## config.mk

```make
export PLATFORM = sky130hd
export DESIGN_NAME = mem_bus_arbiter
export DESIGN_NICKNAME = d
export VERILOG_FILES = /design/src/rtl/mem_bus_arbiter.sv
export SDC_FILE = /design/constraint.sdc
export NUM_CORES = 1
export LEC_CHECK = 0
export BUFFER_PORTS_ARGS = -buffer_cell sky130_fd_sc_hd__clkbuf_2
export CAP_MARGIN = 20
export CELL_PAD_IN_SITES_DETAIL_PLACEMENT = 1
export CELL_PAD_IN_SITES_GLOBAL_PLACEMENT = 1
export CORE_AREA = 2 2 208 210
export DETAILED_ROUTE_END_ITERATION = 12
export DIE_AREA = 0 0 210 212
export PLACE_DENSITY_LB_ADDON = 0.15
export SLEW_MARGIN = 20
export SYNTH_ARGS = -nofsm -noshare
export SYNTH_HDL_FRONTEND = slang
export SYNTH_SLANG_ARGS = --single-unit
```

## constraint.sdc

```tcl
create_clock -name clk -period 6.9 [get_ports clk]
set_input_delay 0.69 -clock clk [delete_from_list [all_inputs] [get_ports clk]]
set_output_delay 0.69 -clock clk [all_outputs]
set_load 0.02 [all_outputs]
```

## src/rtl/mem_bus_arbiter.sv

```systemverilog
// Two-master memory port arbiter: icache line refills and dcache line/single
// transactions share one beat-level memory interface, granted per transaction.
module mem_bus_arbiter #(
  parameter int BEATS      = 4,
  parameter int BEAT_BYTES = 8,
  localparam int CW        = $clog2(BEATS)
) (
  input  logic          clk,
  input  logic          rst,
  input  logic          i_req,
  input  logic [63:0]   i_addr,
  output logic          i_rvalid,
  output logic [63:0]   i_rdata,
  output logic          i_done,
  input  logic          d_req,
  input  logic          d_wen,
  input  logic          d_single,
  input  logic [63:0]   d_addr,
  input  logic [63:0]   d_wdata,
  input  logic [7:0]    d_wmask,
  output logic [CW-1:0] d_beat,
  output logic          d_rvalid,
  output logic [63:0]   d_rdata,
  output logic          d_done,
  output logic          mem_valid,
  output logic          mem_wen,
  output logic [63:0]   mem_addr,
  output logic [63:0]   mem_wdata,
  output logic [7:0]    mem_wmask,
  input  logic          mem_ready,
  input  logic [63:0]   mem_rdata
);

  typedef enum logic [1:0] {IDLE, GNT_I, GNT_D} state_t;

  typedef struct packed {
    logic [63:0]   base;
    logic          wen;
    logic          single;
    logic [CW-1:0] len;     // index of the final beat
  } txn_t;

  state_t        state, state_nxt;
  logic [CW-1:0] cnt, cnt_nxt;
  logic          last_d, last_d_nxt;
  txn_t          txn, txn_nxt;
  logic          gnt_d, gnt_i, busy, beat_ack, final_beat;

  always_ff @(posedge clk or posedge rst) begin
    if (rst) begin
      state  <= IDLE;
      cnt    <= '0;
      last_d <= 1'b0;
      txn    <= '0;
    end else begin
      state  <= state_nxt;
      cnt    <= cnt_nxt;
      last_d <= last_d_nxt;
      txn    <= txn_nxt;
    end
  end

  always_comb begin
    state_nxt  = state;
    cnt_nxt    = cnt;
    last_d_nxt = last_d;
    txn_nxt    = txn;
    // On a tie the side that did not win last time gets the port.
    gnt_d      = d_req && (!i_req || !last_d);
    gnt_i      = i_req && !gnt_d;
    beat_ack   = (state != IDLE) && mem_ready;
    final_beat = beat_ack && (cnt == txn.len);
    case (state)
      IDLE: begin
        if (gnt_d) begin
          state_nxt      = GNT_D;
          cnt_nxt        = '0;
          txn_nxt.base   = d_addr;
          txn_nxt.wen    = d_wen;
          txn_nxt.single = d_single;
          txn_nxt.len    = d_single ? '0 : CW'(BEATS - 1);
        end else if (gnt_i) begin
          state_nxt      = GNT_I;
          cnt_nxt        = '0;
          txn_nxt.base   = i_addr;
          txn_nxt.wen    = 1'b0;
          txn_nxt.single = 1'b0;
          txn_nxt.len    = CW'(BEATS - 1);
        end
      end
      default: begin
        if (final_beat) begin
          state_nxt  = IDLE;
          cnt_nxt    = '0;
          last_d_nxt = (state == GNT_D);
        end else if (beat_ack) begin
          cnt_nxt = cnt + CW'(1);
        end
      end
    endcase
  end

  assign busy      = (state != IDLE);
  assign mem_valid = busy;
  assign mem_wen   = busy && txn.wen;
  assign mem_addr  = busy ? txn.base + 64'(cnt) * 64'(BEAT_BYTES) : '0;
  assign mem_wdata = mem_wen ? d_wdata : '0;
  assign mem_wmask = mem_wen ? (txn.single ? d_wmask : 8'hFF) : 8'h00;

  assign i_rvalid  = (state == GNT_I) && mem_ready;
  assign i_rdata   = i_rvalid ? mem_rdata : '0;
  assign i_done    = (state == GNT_I) && final_beat;

  assign d_rvalid  = (state == GNT_D) && !txn.wen && mem_ready;
  assign d_rdata   = d_rvalid ? mem_rdata : '0;
  assign d_done    = (state == GNT_D) && final_beat;
  assign d_beat    = (state == GNT_D) ? cnt : '0;

endmodule

```

==> run summary <==
FLOORPLAN
------------------------------------------------------------------------------------------------------
# IOs ...................................................................................          543
Die outline area ........................................................................   0.0445 mm²
Core footprint ..........................................................................   0.0425 mm²
Number of rows created at floorplan .....................................................           76
Starting density of the core ............................................................        14.8%
Die Y-Extent ............................................................................       212 µm
Chip Width ..............................................................................       210 µm

PLACEMENT
------------------------------------------------------------------------------------------------------
Worst-case setup slack after placement ..................................................      3.25 ns
Final RePlAce weighted congestion .......................................................        0.819
Placed instance count ...................................................................         1865
Count of buffers inserted at the top-level ports ........................................          542
Dpl hpwl ................................................................................     32300 µm
Standard cell area after detailed placement .............................................  0.00951 mm²

LAYOUT
------------------------------------------------------------------------------------------------------
Final Cell Area .........................................................................  0.00985 mm²
Area Overhead vs Synth ..................................................................        57.1%
Number of nets in the layout ............................................................         1604
Most common cell after layout, fill and taps aside ......................................     clkbuf_2
Share of final-layout standard cells stronger than drive strength 1 .....................        43.3%
Final Instance Count excl. Fillers ......................................................         1884
Leading cell types in the layout, fill and taps excluded ................................ clkbuf_2 (542), and2_1 (138), nand2_1 (90)
Fill cell count .........................................................................         5275

CRITICAL PATH
------------------------------------------------------------------------------------------------------
Biggest fanout along the worst timing path ..............................................           76
Required time reported for the critical path endpoint ...................................      6.21 ns
Slowest cell on the critical path .......................................................     clkinv_2
Endpoint of the worst setup timing path ................................................. mem_wmask[7]
Setup CP Type ...........................................................................      reg2out
Worst Setup SP .......................................................................... state[0]$_DFFE_PP0P_
Slowest Stage Delay on Critical Path ....................................................      0.94 ns
Critical path capture point type ........................................................ primary output
Worst flop-to-flop path endpoint ........................................................ last_d$_DFFE_PP0P_
Ordered cell list for the critical path ................................................. nor2_4 > buf_4 > clkinv_2 > nand2_1 > a21oi_1 > clkbuf_2
Number of cells traversed by the worst register-to-register path ........................            6
R2r startpoint .......................................................................... state[0]$_DFFE_PP0P_
Internal reg-to-reg setup slack .........................................................      3.90 ns
Kind of start point of the critical path ................................................     register
Critical path arrival ...................................................................      3.46 ns

TIMING
------------------------------------------------------------------------------------------------------
Slew Limit Fails ........................................................................            0
Normalized max-slew margin ..............................................................        32.4%
Worst setup skew after layout ...........................................................   0.00999 ns
Setup TNS ...............................................................................         0 ns
Unrepaired setup endpoints after global routing .........................................           no
Min Tclk post-route .....................................................................      4.15 ns
Setup violators final ...................................................................            0
Portion of the clock cycle consumed by the worst path in the final layout ...............        60.2%
Fmax ....................................................................................    0.241 GHz
Final count of hold timing violations ...................................................            0
Worst Tran Pin Value ....................................................................      1.01 ns
Crit path setup slack, layout ...........................................................      2.75 ns

YOSYS
------------------------------------------------------------------------------------------------------
Main combinational cell family by area after synthesis .................................. simple AND/OR/NAND/NOR gates
Synth Area in Adders ....................................................................       0.718%
Cells after synthesis ...................................................................          833
Flop and latch count out of synthesis ...................................................           72
Number of distinct library cells after synthesis ........................................           38
Sequential share of the synthesized area ................................................        28.7%
Post-synth net total ....................................................................         1107
Complex-gate fraction of the synthesized area ...........................................        10.5%
Share of the synthesized netlist area taken by xor and xnor gates .......................        5.17%
Syn avg cell area .......................................................................     7.53 µm²
Total number of yosys warnings ..........................................................            0
Combined area of all synthesized cells ..................................................  0.00627 mm²
Mux contribution to synthesized area ....................................................        10.2%
Post-Synth Simple-Gate Area .............................................................        39.7%

GLOBAL ROUTING
------------------------------------------------------------------------------------------------------
Global-route wire length before repair ..................................................     54000 µm
Number of global-route vias before repair ...............................................         7955
Final global-route overflow total .......................................................            0
Number of antenna violations at the first check in global routing .......................            9
Maximum number of pins on one net before global-route repair ............................           85
All-Layer GR Usage ......................................................................        16.5%

ROUTE
------------------------------------------------------------------------------------------------------
Total Routed Length .....................................................................     38300 µm
Routed via count ........................................................................         7853
Number of DRC markers in iteration 0 ....................................................          281
Post-route ant nets .....................................................................            0
Detailed-route DRC error count ..........................................................            0
Average via count per standard cell .....................................................         4.17
Drt pass-1 iters ........................................................................            4
Final routed wire length divided by cell count ..........................................      20.3 µm

CLOCKING
------------------------------------------------------------------------------------------------------
Number of setup buffers added after CTS .................................................            0
Clock tree from TritonCTS ...............................................................        built
Clk_lat worst skew ......................................................................      0.34 ns
Post-cts repair resize count ............................................................            0
Clock transition at the register clock pins on the worst setup and hold paths after CTS .      0.06 ns
Clock sink count ........................................................................           72
Inserted Clock Buffers ..................................................................            9
Root Buffer Master ......................................................................    clkbuf_16
Post-CTS Hold Buffers ...................................................................            0
Buffer depth of the longest clock path ..................................................            2
Number of levels in the clock H-tree ....................................................            3

POWER
------------------------------------------------------------------------------------------------------
Internal power consumption ..............................................................      1700 µW
Sequential share of power ...............................................................        24.7%
Switching power summed over all nets ....................................................      1990 µW
Power per standard cell area ............................................................   375 mW/mm²
Switch share ............................................................................        54.0%
Relative contribution of combinational cells to total power .............................        60.7%
Part of the total power dissipated in the clock network .................................        14.6%
Leak Pwr ................................................................................   0.00535 µW
Worst IR Drop VDD .......................................................................   0.000149 V
Total Power .............................................................................      3690 µW

HOLD PATH
------------------------------------------------------------------------------------------------------
Tightest Hold Check Type ................................................................     in2async

RUN STATUS
------------------------------------------------------------------------------------------------------
Status .................................................................................. complete, no violations

RUN
------------------------------------------------------------------------------------------------------
Max_cap viols ...........................................................................            0

[layout make-up]
type                            instances  area, µm²  area share (%)
Antenna cell                            3       7.51          0.0762
Multi-Input combinational cell        682       4200            42.6
Inverter                               16       62.6           0.635
Clock buffer                           12        256            2.60
Sequential cell                        72       1800            18.3
Timing Repair Buffer                  549       2770            28.1
Tap cell                              546        683            6.94
Clock inverter                          4       76.3           0.775
[registers in the layout (all words and copies together), names as in the netlist]
name    flops
cnt         2
state       2
txn        67
last_d      1
[per-layer routing]
layer  vias to the layer above  GRT usage, %  share of wire, %
met5                         -             0              0.10
met4                         6          5.55               2.7
met3                        36          4.02               5.7
met2                       265          29.2                50
met1                      3692          19.6                41
li1                       3854             -                 -
[power groups by stage]
stage	logic, µW	registers, µW	clock network [µW]
after global routing	2460	958	575
after detailed placement	2280	923	0
after floorplan	1440	813	0
after global placement	2280	915	0
after CTS	2290	915	565
final	2240	911	538
[logic make-up (layout without fill, tap and decap cells)]
group,after synthesis,after routing
muxes,64,64
DFF,72,72
buffers and inverters,79,581
adders and majority gates,3,3
other,0,3
AOI/OAI and AO/OA,127,127
and+or+nand+nor,451,451
xor gates and xnor gates,37,37
[cell usage after synthesis]
cell type / number / area [µm²]
a21boi_0: 1 / 7.51
a21o_1: 1 / 7.51
a21oi_1: 31 / 155
a22o_1: 1 / 8.76
a31oi_1: 1 / 6.26
a32o_1: 2 / 20.0
and2_1: 138 / 863
and3_1: 68 / 425
and3b_1: 2 / 17.5
and4_1: 7 / 61.3
buf_1: 4 / 15.0
buf_2: 2 / 10.0
buf_4: 1 / 7.51
buf_6: 1 / 11.3
clkbuf_1: 55 / 206
dfrtp_1: 72 / 1800
fa_1: 1 / 20.0
ha_1: 2 / 25.0
inv_1: 16 / 60.1
mux2i_1: 64 / 641
nand2_1: 90 / 338
nand3_1: 26 / 130
nand4_1: 25 / 156
nand4_4: 1 / 21.3
nor2_1: 49 / 184
nor2b_1: 3 / 18.8
nor3_1: 5 / 25.0
nor4_1: 8 / 50.1
nor4_2: 1 / 12.5
o21ai_0: 88 / 440
o21ai_1: 1 / 5.00
o31ai_1: 1 / 7.51
or2_2: 2 / 12.5
or3_1: 23 / 144
or3_4: 2 / 22.5
or3b_1: 1 / 8.76
xnor2_1: 17 / 149
xor2_1: 20 / 175
[worst max-delay path: cells and delay by family (launching register included)]
kind / cells / cell delay [ns]
DFF: 1 / 0.43
AOI/OAI and AO/OA: 1 / 0.18
buffers and inverters: 3 / 1.75
and+or+nand+nor: 2 / 0.71
[worst min path at each step]
stage,slack [ns],start,end,cells after the start
6_report,0.29,rst,txn[9]$_DFFE_PP0P_,2
3_5_place_dp,0.47,txn[4]$_DFFE_PP0P_,txn[4]$_DFFE_PP0P_,2
5_1_grt,0.30,rst,txn[9]$_DFFE_PP0P_,2
2_1_floorplan,0.44,txn[4]$_DFFE_PP0P_,txn[4]$_DFFE_PP0P_,2
4_1_cts,0.28,rst,txn[12]$_DFFE_PP0P_,2
3_3_place_gp,0.46,txn[4]$_DFFE_PP0P_,txn[4]$_DFFE_PP0P_,2
[metrics by stage]
stage / hold WS (ns) / util (%)
floorplan: 0.442 / -
finish: 0.292 / 23.2
global placement: 0.456 / 22.4
global route: 0.300 / 23.2
detailed placement: 0.468 / 22.4
CTS: 0.281 / 23.2
Power figures use the tool's default switching activity.
